**src/rtl/mem_arbiter.sv**
```systemverilog
// mem_arbiter: lets the instruction cache and the data cache share one
// main-memory block port. Requests use the caches' READ/ADDRESS/BUSYWAIT
// handshake. Simultaneous requests are granted round-robin, and one transfer
// runs at a time. The memory port is driven from registers. Each block read
// lands in the owner's READDATA register, and the owner's BUSYWAIT drops for
// exactly one cycle when its transfer completes.

module mem_arbiter #(
    parameter int ADDR_W   = 6,
    parameter int DATA_W   = 128,
    parameter int MAX_WAIT = 255
) (
    input  logic              CLK,
    input  logic              RESET,
    input  logic              I_READ,
    input  logic [ADDR_W-1:0] I_ADDRESS,
    output logic [DATA_W-1:0] I_READDATA,
    output logic              I_BUSYWAIT,
    input  logic              D_READ,
    input  logic              D_WRITE,
    input  logic [ADDR_W-1:0] D_ADDRESS,
    input  logic [DATA_W-1:0] D_WRITEDATA,
    output logic [DATA_W-1:0] D_READDATA,
    output logic              D_BUSYWAIT,
    output logic              MEM_READ,
    output logic              MEM_WRITE,
    output logic [ADDR_W-1:0] MEM_ADDRESS,
    output logic [DATA_W-1:0] MEM_WRITEDATA,
    input  logic [DATA_W-1:0] MEM_READDATA,
    input  logic              MEM_BUSYWAIT,
    output logic              TIMEOUT_ERR
);

    localparam int               CNT_W    = (MAX_WAIT > 1) ? $clog2(MAX_WAIT + 1) : 1;
    localparam logic [CNT_W-1:0] CNT_LAST = CNT_W'(MAX_WAIT - 1);

    typedef enum logic [1:0] {
        ST_IDLE,
        ST_ISSUE,
        ST_WAIT,
        ST_RESP
    } state_t;

    typedef enum logic [1:0] {
        OWN_NONE,
        OWN_I,
        OWN_D
    } owner_t;

    state_t           state;
    state_t           next_state;
    owner_t           owner;
    logic             last_grant_d;
    logic [CNT_W-1:0] wait_cnt;
    logic             is_write;

    logic             i_pend;
    logic             d_pend;
    logic             grant_i;
    logic             grant_d;
    logic             mem_done;
    logic             mem_timeout;

    // Decode pending requests, pick a winner in IDLE and detect the end of a memory transaction
    always_comb begin
        i_pend      = I_READ;
        d_pend      = D_READ | D_WRITE;
        grant_i     = 1'b0;
        grant_d     = 1'b0;
        mem_done    = 1'b0;
        mem_timeout = 1'b0;
        if (state == ST_IDLE) begin
            grant_i = i_pend & (~d_pend | last_grant_d);
            grant_d = d_pend & ~grant_i;
        end
        if (state == ST_WAIT) begin
            mem_done    = ~MEM_BUSYWAIT;
            mem_timeout = MEM_BUSYWAIT & (wait_cnt == CNT_LAST);
        end
    end

    // State register; reset abandons any transfer in progress
    always_ff @(posedge CLK or negedge RESET) begin
        if (!RESET) begin
            state <= ST_IDLE;
        end else begin
            state <= next_state;
        end
    end

    // Next-state logic: IDLE -> ISSUE -> WAIT (until done or timeout) -> RESP -> IDLE
    always_comb begin
        next_state = state;
        case (state)
            ST_IDLE: begin
                if (grant_i || grant_d) begin
                    next_state = ST_ISSUE;
                end
            end
            ST_ISSUE: begin
                next_state = ST_WAIT;
            end
            ST_WAIT: begin
                if (mem_done || mem_timeout) begin
                    next_state = ST_RESP;
                end
            end
            ST_RESP: begin
                next_state = ST_IDLE;
            end
            default: begin
                next_state = ST_IDLE;
            end
        endcase
    end

    // Stall each requester unless its own transfer is in the response cycle
    always_comb begin
        I_BUSYWAIT = i_pend & ~((state == ST_RESP) & (owner == OWN_I));
        D_BUSYWAIT = d_pend & ~((state == ST_RESP) & (owner == OWN_D));
    end

    // On a grant, record the owner and round-robin history and latch the request so later input changes are ignored
    always_ff @(posedge CLK or negedge RESET) begin
        if (!RESET) begin
            owner         <= OWN_NONE;
            last_grant_d  <= 1'b1;
            is_write      <= 1'b0;
            MEM_ADDRESS   <= '0;
            MEM_WRITEDATA <= '0;
        end else if (grant_i) begin
            owner        <= OWN_I;
            last_grant_d <= 1'b0;
            is_write     <= 1'b0;
            MEM_ADDRESS  <= I_ADDRESS;
        end else if (grant_d) begin
            owner        <= OWN_D;
            last_grant_d <= 1'b1;
            is_write     <= D_WRITE;
            MEM_ADDRESS  <= D_ADDRESS;
            if (D_WRITE) begin
                MEM_WRITEDATA <= D_WRITEDATA;
            end
        end
    end

    // Memory strobes rise with the grant and stay up through ISSUE and WAIT; a write wins when both D strobes are set
    always_ff @(posedge CLK or negedge RESET) begin
        if (!RESET) begin
            MEM_READ  <= 1'b0;
            MEM_WRITE <= 1'b0;
        end else if (grant_i) begin
            MEM_READ  <= 1'b1;
            MEM_WRITE <= 1'b0;
        end else if (grant_d) begin
            MEM_READ  <= ~D_WRITE;
            MEM_WRITE <= D_WRITE;
        end else if (mem_done || mem_timeout) begin
            MEM_READ  <= 1'b0;
            MEM_WRITE <= 1'b0;
        end
    end

    // Count WAIT cycles so a memory that never releases busywait cannot hang the caches
    always_ff @(posedge CLK or negedge RESET) begin
        if (!RESET) begin
            wait_cnt <= '0;
        end else if (state == ST_ISSUE) begin
            wait_cnt <= '0;
        end else if (state == ST_WAIT) begin
            wait_cnt <= wait_cnt + CNT_W'(1);
        end
    end

    // Deliver read data (or zero after a timeout) to the owning cache; the other register keeps its value
    always_ff @(posedge CLK or negedge RESET) begin
        if (!RESET) begin
            I_READDATA <= '0;
            D_READDATA <= '0;
        end else if (mem_timeout) begin
            if (owner == OWN_I) begin
                I_READDATA <= '0;
            end else if (owner == OWN_D) begin
                D_READDATA <= '0;
            end
        end else if (mem_done && !is_write) begin
            if (owner == OWN_I) begin
                I_READDATA <= MEM_READDATA;
            end else if (owner == OWN_D) begin
                D_READDATA <= MEM_READDATA;
            end
        end
    end

    // Timeout flag is sticky until reset
    always_ff @(posedge CLK or negedge RESET) begin
        if (!RESET) begin
            TIMEOUT_ERR <= 1'b0;
        end else if (mem_timeout) begin
            TIMEOUT_ERR <= 1'b1;
        end
    end

endmodule

```
**config.mk**
```make
export PLATFORM = sky130hd
export DESIGN_NAME = mem_arbiter
export DESIGN_NICKNAME = d
export VERILOG_FILES = /design/src/rtl/mem_arbiter.sv
export SDC_FILE = /design/constraint.sdc
export NUM_CORES = 1
export LEC_CHECK = 0
export CAP_MARGIN = 15
export CORE_AREA = 5 5 256 258
export DETAILED_ROUTE_END_ITERATION = 10
export DIE_AREA = 0 0 261 263
export GPL_TIMING_DRIVEN = 1
export PLACE_DENSITY = 0.61
export SETUP_SLACK_MARGIN = 0.3
export SYNTH_ARGS = -nofsm -noshare
export SYNTH_HDL_FRONTEND = slang
export SYNTH_SLANG_ARGS = --single-unit
export TNS_END_PERCENT = 1
```
**constraint.sdc**
```tcl
create_clock -name CLK -period 5.3 [get_ports CLK]
set_clock_uncertainty 0.1 [all_clocks]
set_input_delay 0.53 -clock CLK [delete_from_list [all_inputs] [get_ports CLK]]
set_output_delay 0.53 -clock CLK [all_outputs]
set_load 0.05 [all_outputs]
```
==> After elaboration in Yosys (flattened, before gate mapping) <==
Index checks and enable logic that the tools add are counted.
{ "totals": {"register_bits": 407, "inputBits": 274, "out_inout_bits": 395, "wordCells": 83} }
{ "classes": {"add_sub_neg": 1, "eq_ne": 8, "n_mux": 32, "bitwise": 17, "n_reduce_logical": 13} }
{ "op_table": {"columns": ["operator", "count"], "rows": [
  ["two-way mux 128 bit", 10],
  ["two-way mux 8 bit", 2],
  ["two-way mux 1 bit", 13],
  ["two-way mux 6 bit", 2],
  ["adder 8 x 1 -> 8 bit (second input constant)", 1],
  ["equality test 8 bit (second input constant)", 1],
  ["two-way mux 2 bit", 4],
  ["NOT 1 bit", 8],
  ["case mux 2 bit (4 select lines)", 1],
  ["AND 1 bit", 7],
  ["equality test 2 bit (second input constant)", 3],
  ["AND reduction 3 bit", 2],
  ["nonzero test 2 bit", 3],
  ["equality test 2 x 1 -> 1 bit (second input constant)", 2],
  ["inequality test 2 x 1 -> 1 bit (second input constant)", 2],
  ["AND reduction 2 bit", 2],
  ["nonzero test 3 bit", 1],
  ["logical NOT 2 bit", 1],
  ["logical OR 1 bit", 2],
  ["bitwise OR 1 bit", 2],
  ["logical AND 1 bit", 1],
  ["logical NOT 1 bit", 1]
]} }

==> Logic depth before layout (Yosys ltp) <==
Gate-level depths: netlist of the first run.
{ "logic_depth": {"ltp_word": 10, "mapped_depth": 7, "mapped_depth_nobuf": 5} }

==> Least setup slack after synthesis of the first run <==
OpenSTA, ideal clock, no wires.
{ "synth_path": {"kind": "flip-flop to output port", "start": "reg owner[0]", "end": "out I_BUSYWAIT", "arrival_ns": 2.013, "required_time_ns": 4.670, "path_slack_ns": 2.657, "stages_incl_launch_ff": 5, "path_buffers": 2, "cell_sequence": "dfrtp_1 > nor2b_1 > buf_2 > buf_2 > a21boi_0"} }
{ "synth_between": {"elab_chain_cells": 4} }
{ "synth_rtl": {"columns": ["element", "line", "source"], "rows": [
  ["start, declared", "52", "owner_t owner;"],
  ["start signal, assigned", "126", "owner <= OWN_NONE;"],
  ["start signal, assigned", "132", "owner <= OWN_I;"],
  ["start signal, assigned", "137", "owner <= OWN_D;"],
  ["equality test 2 x 1 -> 1 bit", "119", "I_BUSYWAIT = i_pend & ~((state == ST_RESP) & (owner == OWN_I));"],
  ["AND 1 bit", "119", null],
  ["NOT 1 bit", "119", null],
  ["AND 1 bit", "119", null],
  ["end, declared", "18", "output logic I_BUSYWAIT,"]
]} }
Every way passes these cells.

==> Worst setup path in the final report of the first run <==
{ "layout_path": {"start": "reg owner[1]", "end": "out D_BUSYWAIT"} }
{ "layout_between": {"elab_chain_cells": 4} }
{ "layout_rtl": {"columns": ["element", "line", "source"], "rows": [
  ["equality test 2 bit", "120", "D_BUSYWAIT = d_pend & ~((state == ST_RESP) & (owner == OWN_D));"],
  ["AND 1 bit", "120", null],
  ["NOT 1 bit", "120", null],
  ["AND 1 bit", "120", null],
  ["end, declared", "24", "output logic D_BUSYWAIT,"]
]} }
Every way passes these cells.

==> results.py, run 1 <==
metrics = {
    "place": {
        "dp_cells": 2935,
        "place.gp.congestion": 0.810,
        "place_ws_ns": 2.32,
        "io_buffer_count": 668,
        "dp_hpwl_um": 46700,
        "post_dp_cell_area_um2": 24200,
    },
    "die": {
        "die_width_um": 261,
        "fp.coreArea_um2": 62700,
        "ios": 669,
        "floorplan.initialDensity_pct": 27.2,
        "fp.dieArea_um2": 68600,
        "num_rows": 92,
        "die_y_um": 263,
    },
    "min_path": {
        "hp-class": "reg -> reg",
        "min_from": "TIMEOUT_ERR",
    },
    "timing": {
        "maxSlewViolCount": 0,
        "period_minus_slack_ns": 3.21,
        "hold-worst-slack_ns": 0.385,
        "fmax_ghz": 0.312,
        "finalSetupTns_ns": 0,
        "rsz0062_at_grt": "no",
        "max_slew_margin_pct": 20.0,
        "layout_setup_ws_ns": 2.09,
        "finalSetupViolCount": 0,
        "min_period_over_period_pct": 60.5,
        "tightest_slew_ns": 1.20,
        "hold_viol_final": 0,
    },
    "cts": {
        "clk-insertion-delay-late_ns": 0.57,
        "htree_num_levels": 2,
        "cts_resized": 0,
        "cts-root-buf": "clkbuf_16",
        "cts_made_buffers": 49,
        "clock_path_buffers": 3,
        "tritoncts": "built",
        "path_clk_slew_ns": 0.06,
        "cts_sinks": 407,
    },
    "synthesis": {
        "synth_top_family_by_area": "compound AO/OA/AOI/OAI gates",
        "seq_area_frac_synth_pct": 59.8,
        "synthAdderAreaFrac_pct": 0.440,
        "synth-compound-area-share_pct": 16.3,
        "synth_cell_types": 43,
        "synth_warnings": 0,
        "synth.net_count": 1839,
        "ys_ff_latch": 407,
        "avgSynthCellArea_um2": 10.9,
        "syn_area_um2": 17000,
        "synthCells": 1559,
        "async_flop_share_pct": 100,
        "synth_xor_xnor_area_share_pct": 0.0514,
        "synth_edf_count": 0,
        "yosys.area_share.simple_pct": 9.54,
        "synthMuxAreaShare_pct": 8.64,
        "synthFlopType": "dfrtp_1",
    },
    "finish": {
        "nNetsFinal": 2422,
        "fin_area_um2": 25900,
        "layout.cells.non_filler": 3030,
        "layout.area.seq_um2": 10200,
        "syn_to_final_growth_pct": 51.9,
        "multi_input_area_um2": 6010,
        "fillers": 6005,
        "drive_gt1_share_pct": 10.9,
    },
    "power": {
        "ir_drop_mv": 0.589,
        "leakagePower_uw": 0.0102,
        "powerDensity_nw_per_um2": 736,
    },
    "critical_path": {
        "crit_fanout": 21,
        "required_ns": 4.67,
        "critical_path_depth": 3,
        "crit_arrival_ns": 2.58,
        "cp_top_family": "buffers and inverters",
        "crit_slowest_cell": "clkdlybuf4s50_1",
        "crit_type": "reg -> out",
        "timing.critical_path.to": "D_BUSYWAIT",
        "path_cells": "nor2b_4 -> a21oi_1 -> clkdlybuf4s50_1",
        "rr_startpoint": "owner[1]",
        "cp.buffers_inverters": 1,
        "slowest_delay_ns": 0.73,
        "r2r_slack_ns": 2.29,
        "critPathLaunchType": "flop",
        "crit_start": "owner[1]",
        "reg2reg_to": "I_READDATA[58]",
        "r2r_cells": 4,
        "cp-end-kind": "primary output",
    },
    "routing": {
        "routed_wl_um": 68300,
        "drc": 0,
        "drt-initial-drc-count": 1328,
        "via_per_inst": 4.97,
        "wl_per_cell_um": 22.5,
        "first_pass_iters": 5,
        "vias": 15058,
        "ant_nets": 0,
    },
    "grt": {
        "grt_pass1_wl_um": 100000,
        "grt_pass1_vias": 15353,
        "antenna_found_initial": 8,
        "grt_max_degree": 169,
        "grt_overflow_total": 0,
        "grt_util_all_layers_pct": 18.8,
    },
    "run": {
        "maxCapViolCount": 0,
    },
    "run_status": {
        "outcome": "complete, no violations",
    },
}
==> routing by layer <==
layer / track usage, % / wire, um / vias to the layer above
met4: 6.26 / 2030 / 0
met3: 6.35 / 6590 / 108
li1: - / - / 6767
met5: 0 / 0 / -
met1: 22.8 / 25900 / 7514
met2: 31.3 / 33700 / 669
==> cells in the mapped netlist (2+ instances only) <==
library cell / instances / area share (%)
buf_4: 13 / 0.57
a221o_1: 6 / 0.35
buf_6: 26 / 1.7
nand2_1: 8 / 0.18
ha_1: 6 / 0.44
nor4_4: 2 / 0.25
clkbuf_1: 76 / 1.7
nor2_1: 4 / 0.088
inv_1: 6 / 0.13
a21oi_1: 263 / 7.7
nand2b_1: 6 / 0.22
mux2i_1: 2 / 0.12
or3_1: 2 / 0.073
and2_1: 7 / 0.26
nor2b_1: 4 / 0.15
nand3_1: 263 / 7.7
a21o_1: 2 / 0.088
o21ai_0: 262 / 7.7
dfrtp_1: 406 / 60
mux2_2: 129 / 8.5
buf_2: 39 / 1.1
nand4_1: 3 / 0.11
o22ai_1: 3 / 0.11
buf_1: 2 / 0.044
==> kinds of logic (layout without fill, tap and decap cells) <==
family	count (synthesis)	after routing
compound gates	543	543
xor+xnor	1	1
fa+ha+maj	6	6
buf+inv	162	779
flops	407	407
mux	131	131
other cells	0	8
simple gates	309	309
==> metrics by stage <==
step	power [uW]	util [%]
global placement	15500	38.6
CTS	19200	41.2
global route	19900	41.3
floorplan	11700	-
finish	19000	41.3
detailed placement	15700	38.6
==> report_power, final <==
group	total (uW)	internal, uW	switching, uW
Clock	3460	2110	1350
Combinational	10400	3340	7110
Sequential	5140	4400	733
Total	19000	9850	9190
==> flip-flops by register name (all words and copies together), names as in the netlist, 2 cells and up <==
register and flops:
D_READDATA 128, I_READDATA 128, MEM_WRITEDATA 128, wait_cnt 8
MEM_ADDRESS 6, owner 2, state 2
==> how the worst min path moves through the flow <==
stage                          end  slack, ns  cells past startpoint
floorplan            D_READDATA[0]       0.13                      0
global placement       TIMEOUT_ERR       0.36                      1
detailed placement     TIMEOUT_ERR       0.37                      1
CTS                 D_READDATA[13]       0.39                      3
global route           TIMEOUT_ERR       0.41                      1
finish                 TIMEOUT_ERR       0.38                      1
==> layout make-up <==
type,instances,share of cell area [%]
timing repair buffer,688,26.8
antenna,8,0.0773
clock buffer,74,5.73
inverter,6,0.0870
tap,846,4.09
multi-input combinational,990,23.2
clock inverter,11,0.648
sequential,407,39.4
==> cells in the final DEF, fill, tap and decap left out, types with 10 or more instances in the layout <==
cell type,synthesis,layout
a21oi_1,263,262
buf_4,13,10
clkbuf_1,76,11
clkbuf_16,0,51
clkbuf_8,0,12
clkdlybuf4s50_1,0,667
dfrtp_1,406,406
mux2_2,129,129
nand3_1,263,263
o21ai_0,262,262
==> timing repair <==
action | in CTS | in global routing
hold endpoints to repair | 95 | 0
hold buffers | 1 | 0
setup buffers | 0 | 0
No activity file was read; power rests on OpenSTA's default activity.
==> inputs of run 2 (changes only) <==
clock period = 3.1 ns   (was 5.3 ns; I/O delays follow)
==> run 2 against run 1 <==
  * Final area increased by 0.98%
  * Via count increased by 0.74%
  * Sequential share of layout area decreased by 0.38 points
  * Core utilization increased by 0.40 points
  * Die area unchanged
  * Worst hold slack got worse by 0.15 ns
  * Non-clock buffer count increased by 25
  * Combinational power increased by 73%
==> results.py, run 2 (synthesized netlist as in run 1, its figures left out) <==
metrics = {
    "power": {
        "powerDensity_nw_per_um2": 1240,
        "leakagePower_uw": 0.0104,
        "netSwitchingFraction_pct": 48.4,
        "p_int_uw": 16800,
        "ir_drop_mv": 0.760,
        "clock_power_share_pct": 17.4,
        "p_sw_uw": 15700,
        "seqPwrFrac_pct": 27.1,
        "total_power_uw": 32500,
        "power_frac_comb_pct": 55.5,
    },
    "timing": {
        "tightest_slew_ns": 0.908,
        "period_minus_slack_ns": 2.65,
        "min_period_over_period_pct": 85.6,
        "hold-worst-slack_ns": 0.232,
        "max_slew_margin_pct": 39.4,
        "fmax_ghz": 0.377,
        "rsz0062_at_grt": "no",
        "finalSetupTns_ns": 0,
        "finalSetupViolCount": 0,
        "hold_viol_final": 0,
        "maxSlewViolCount": 0,
    },
    "grt": {
        "gr-usage-met3_pct": 5.65,
        "grt_pass1_wl_um": 103000,
        "grt_max_degree": 139,
        "top_usage_layer": "met2",
        "grt_util_all_layers_pct": 19.0,
        "grt_pass1_vias": 15670,
        "met1_usage_pct": 23.2,
        "antenna_found_initial": 5,
        "grt_overflow_total": 0,
        "use_met2_pct": 32.5,
    },
    "run_status": {
        "outcome": "complete, no violations",
    },
    "die": {
        "die_width_um": 261,
        "fp.coreArea_um2": 62700,
        "fp.dieArea_um2": 68600,
        "floorplan.initialDensity_pct": 27.2,
        "ios": 669,
        "num_rows": 92,
        "die_y_um": 263,
    },
    "finish": {
        "syn_to_final_growth_pct": 53.4,
        "final_common_cell": "clkdlybuf4s50_1",
        "fillers": 5977,
        "layout.cells.non_filler": 3050,
        "fin_area_um2": 26100,
        "drive_gt1_share_pct": 11.9,
        "nNetsFinal": 2445,
        "reg_top3": "D_READDATA: 128 flops, I_READDATA: 128 flops, MEM_WRITEDATA: 128 flops",
        "final_cell_mix": "666 x clkdlybuf4s50_1, 406 x dfrtp_1, 263 x nand3_1, 262 x a21oi_1, 262 x o21ai_0",
    },
    "routing": {
        "drt-initial-drc-count": 1247,
        "vias": 15170,
        "first_pass_iters": 6,
        "ant_nets": 0,
        "via_per_inst": 4.97,
        "routed_wl_um": 68500,
        "drc": 0,
        "wl_per_cell_um": 22.5,
    },
    "place": {
        "dp_hpwl_um": 47200,
        "post_dp_cell_area_um2": 24600,
        "place.gp.congestion": 0.811,
        "dp_cells": 2961,
        "io_buffer_count": 668,
    },
    "cts": {
        "clk-insertion-delay-late_ns": 0.57,
        "clock_path_buffers": 3,
        "tritoncts": "built",
        "cts_sinks": 407,
        "cts-root-buf": "clkbuf_16",
        "cts_made_buffers": 47,
        "path_clk_slew_ns": 0.06,
        "postCtsSetupBuffers": 0,
        "htree_num_levels": 2,
    },
    "critical_path": {
        "rr_startpoint": "state[0]",
        "timing.critical_path.to": "D_BUSYWAIT",
        "critPathLaunchType": "flop",
        "slowest_delay_ns": 0.84,
        "crit_start": "state[0]",
        "r2r_cells": 6,
        "crit_type": "reg -> out",
        "crit_arrival_ns": 2.24,
        "reg2reg_to": "D_READDATA[94]",
        "r2r_slack_ns": 0.58,
        "crit_fanout": 5,
        "crit_slowest_cell": "clkdlybuf4s50_1",
        "path_cells": "ha_1 -> a21oi_1 -> clkdlybuf4s50_1",
        "required_ns": 2.69,
        "cp-end-kind": "primary output",
    },
    "min_path": {
        "hp-class": "in -> reg",
        "min_from": "MEM_READDATA[74]",
    },
    "run": {
        "maxCapViolCount": 0,
    },
}
==> run 2: cell count changes in the layout (fill, tap and decap cells not counted), moves of 2 or more <==
cell	change
diode_2	-3
clkinv_2	+4
clkinvlp_4	-2
inv_6	+2
clkbuf_16	-4
buf_12	+13
buf_4	+13
==> run 2: worst max-delay path: cells and delay by family, from the launching register on <==
family / cells / cell delay [ns]
AO/OA/AOI/OAI: 1 / 0.15
flip-flops: 1 / 0.43
adder cells (fa/ha/maj): 1 / 0.26
buffers and inverters: 1 / 0.84
==> run 2: power groups by stage <==
| stage | registers (uW) | logic [uW] | clock network [uW] |
|---|---|---|---|
| 3_3_place_gp | 8760 | 18000 | 0 |
| 6_report | 8800 | 18000 | 5660 |
| 5_1_grt | 9080 | 18800 | 6030 |
| 2_1_floorplan | 16100 | 3910 | 0 |
| 3_5_place_dp | 8850 | 18100 | 0 |
| 4_1_cts | 8810 | 18200 | 5840 |
==> run 2: metrics by stage <==
step	util (%)	worst slack (ns)
6_report	41.7	0.446
3_5_place_dp	39.1	0.600
3_3_place_gp	39.1	0.626
5_1_grt	41.7	0.357
2_1_floorplan	-	0.677
4_1_cts	41.6	0.342
==> run 2: worst min-delay path by stage <==
stage	to	cells past startpoint	slack [ns]
6_report	I_READDATA[74]	3	0.23
3_3_place_gp	MEM_WRITEDATA[10]	1	0.28
5_1_grt	I_READDATA[74]	3	0.21
4_1_cts	I_READDATA[74]	3	0.18
2_1_floorplan	D_READDATA[0]	0	-0.09
3_5_place_dp	MEM_WRITEDATA[31]	1	0.28
==> run 2: repair_timing <==
action / CTS / global route
setup endpoints to repair: 0 / 1
gates resized for setup: 0 / 1
hold buffers: 1 / 0
hold endpoints to repair: 66 / 0
==> run 2: routing by layer <==
layer / share of wire (%) / vias up
li1: - / 6825
met1: 38 / 7612
met2: 50 / 632
met3: 8.7 / 101
met4: 2.7 / 0
met5: 0 / -
==> run 2: area by class of cell <==
class / count / area [um^2] / area share, %
sequential: 407 / 10200 / 39.0
tap: 846 / 1060 / 4.05
multi-input combinational: 990 / 6010 / 23.0
timing repair buffer: 713 / 7300 / 27.9
antenna: 5 / 12.5 / 0.0479
clock inverter: 15 / 190 / 0.728
inverter: 6 / 22.5 / 0.0862
clock buffer: 68 / 1370 / 5.22
==> inputs of run 3 (changes only) <==
HOLD_SLACK_MARGIN = 0.03   (was default)
==> results of run 3 <==
The final DEF is identical to that of run 2; final timing and power are the same.
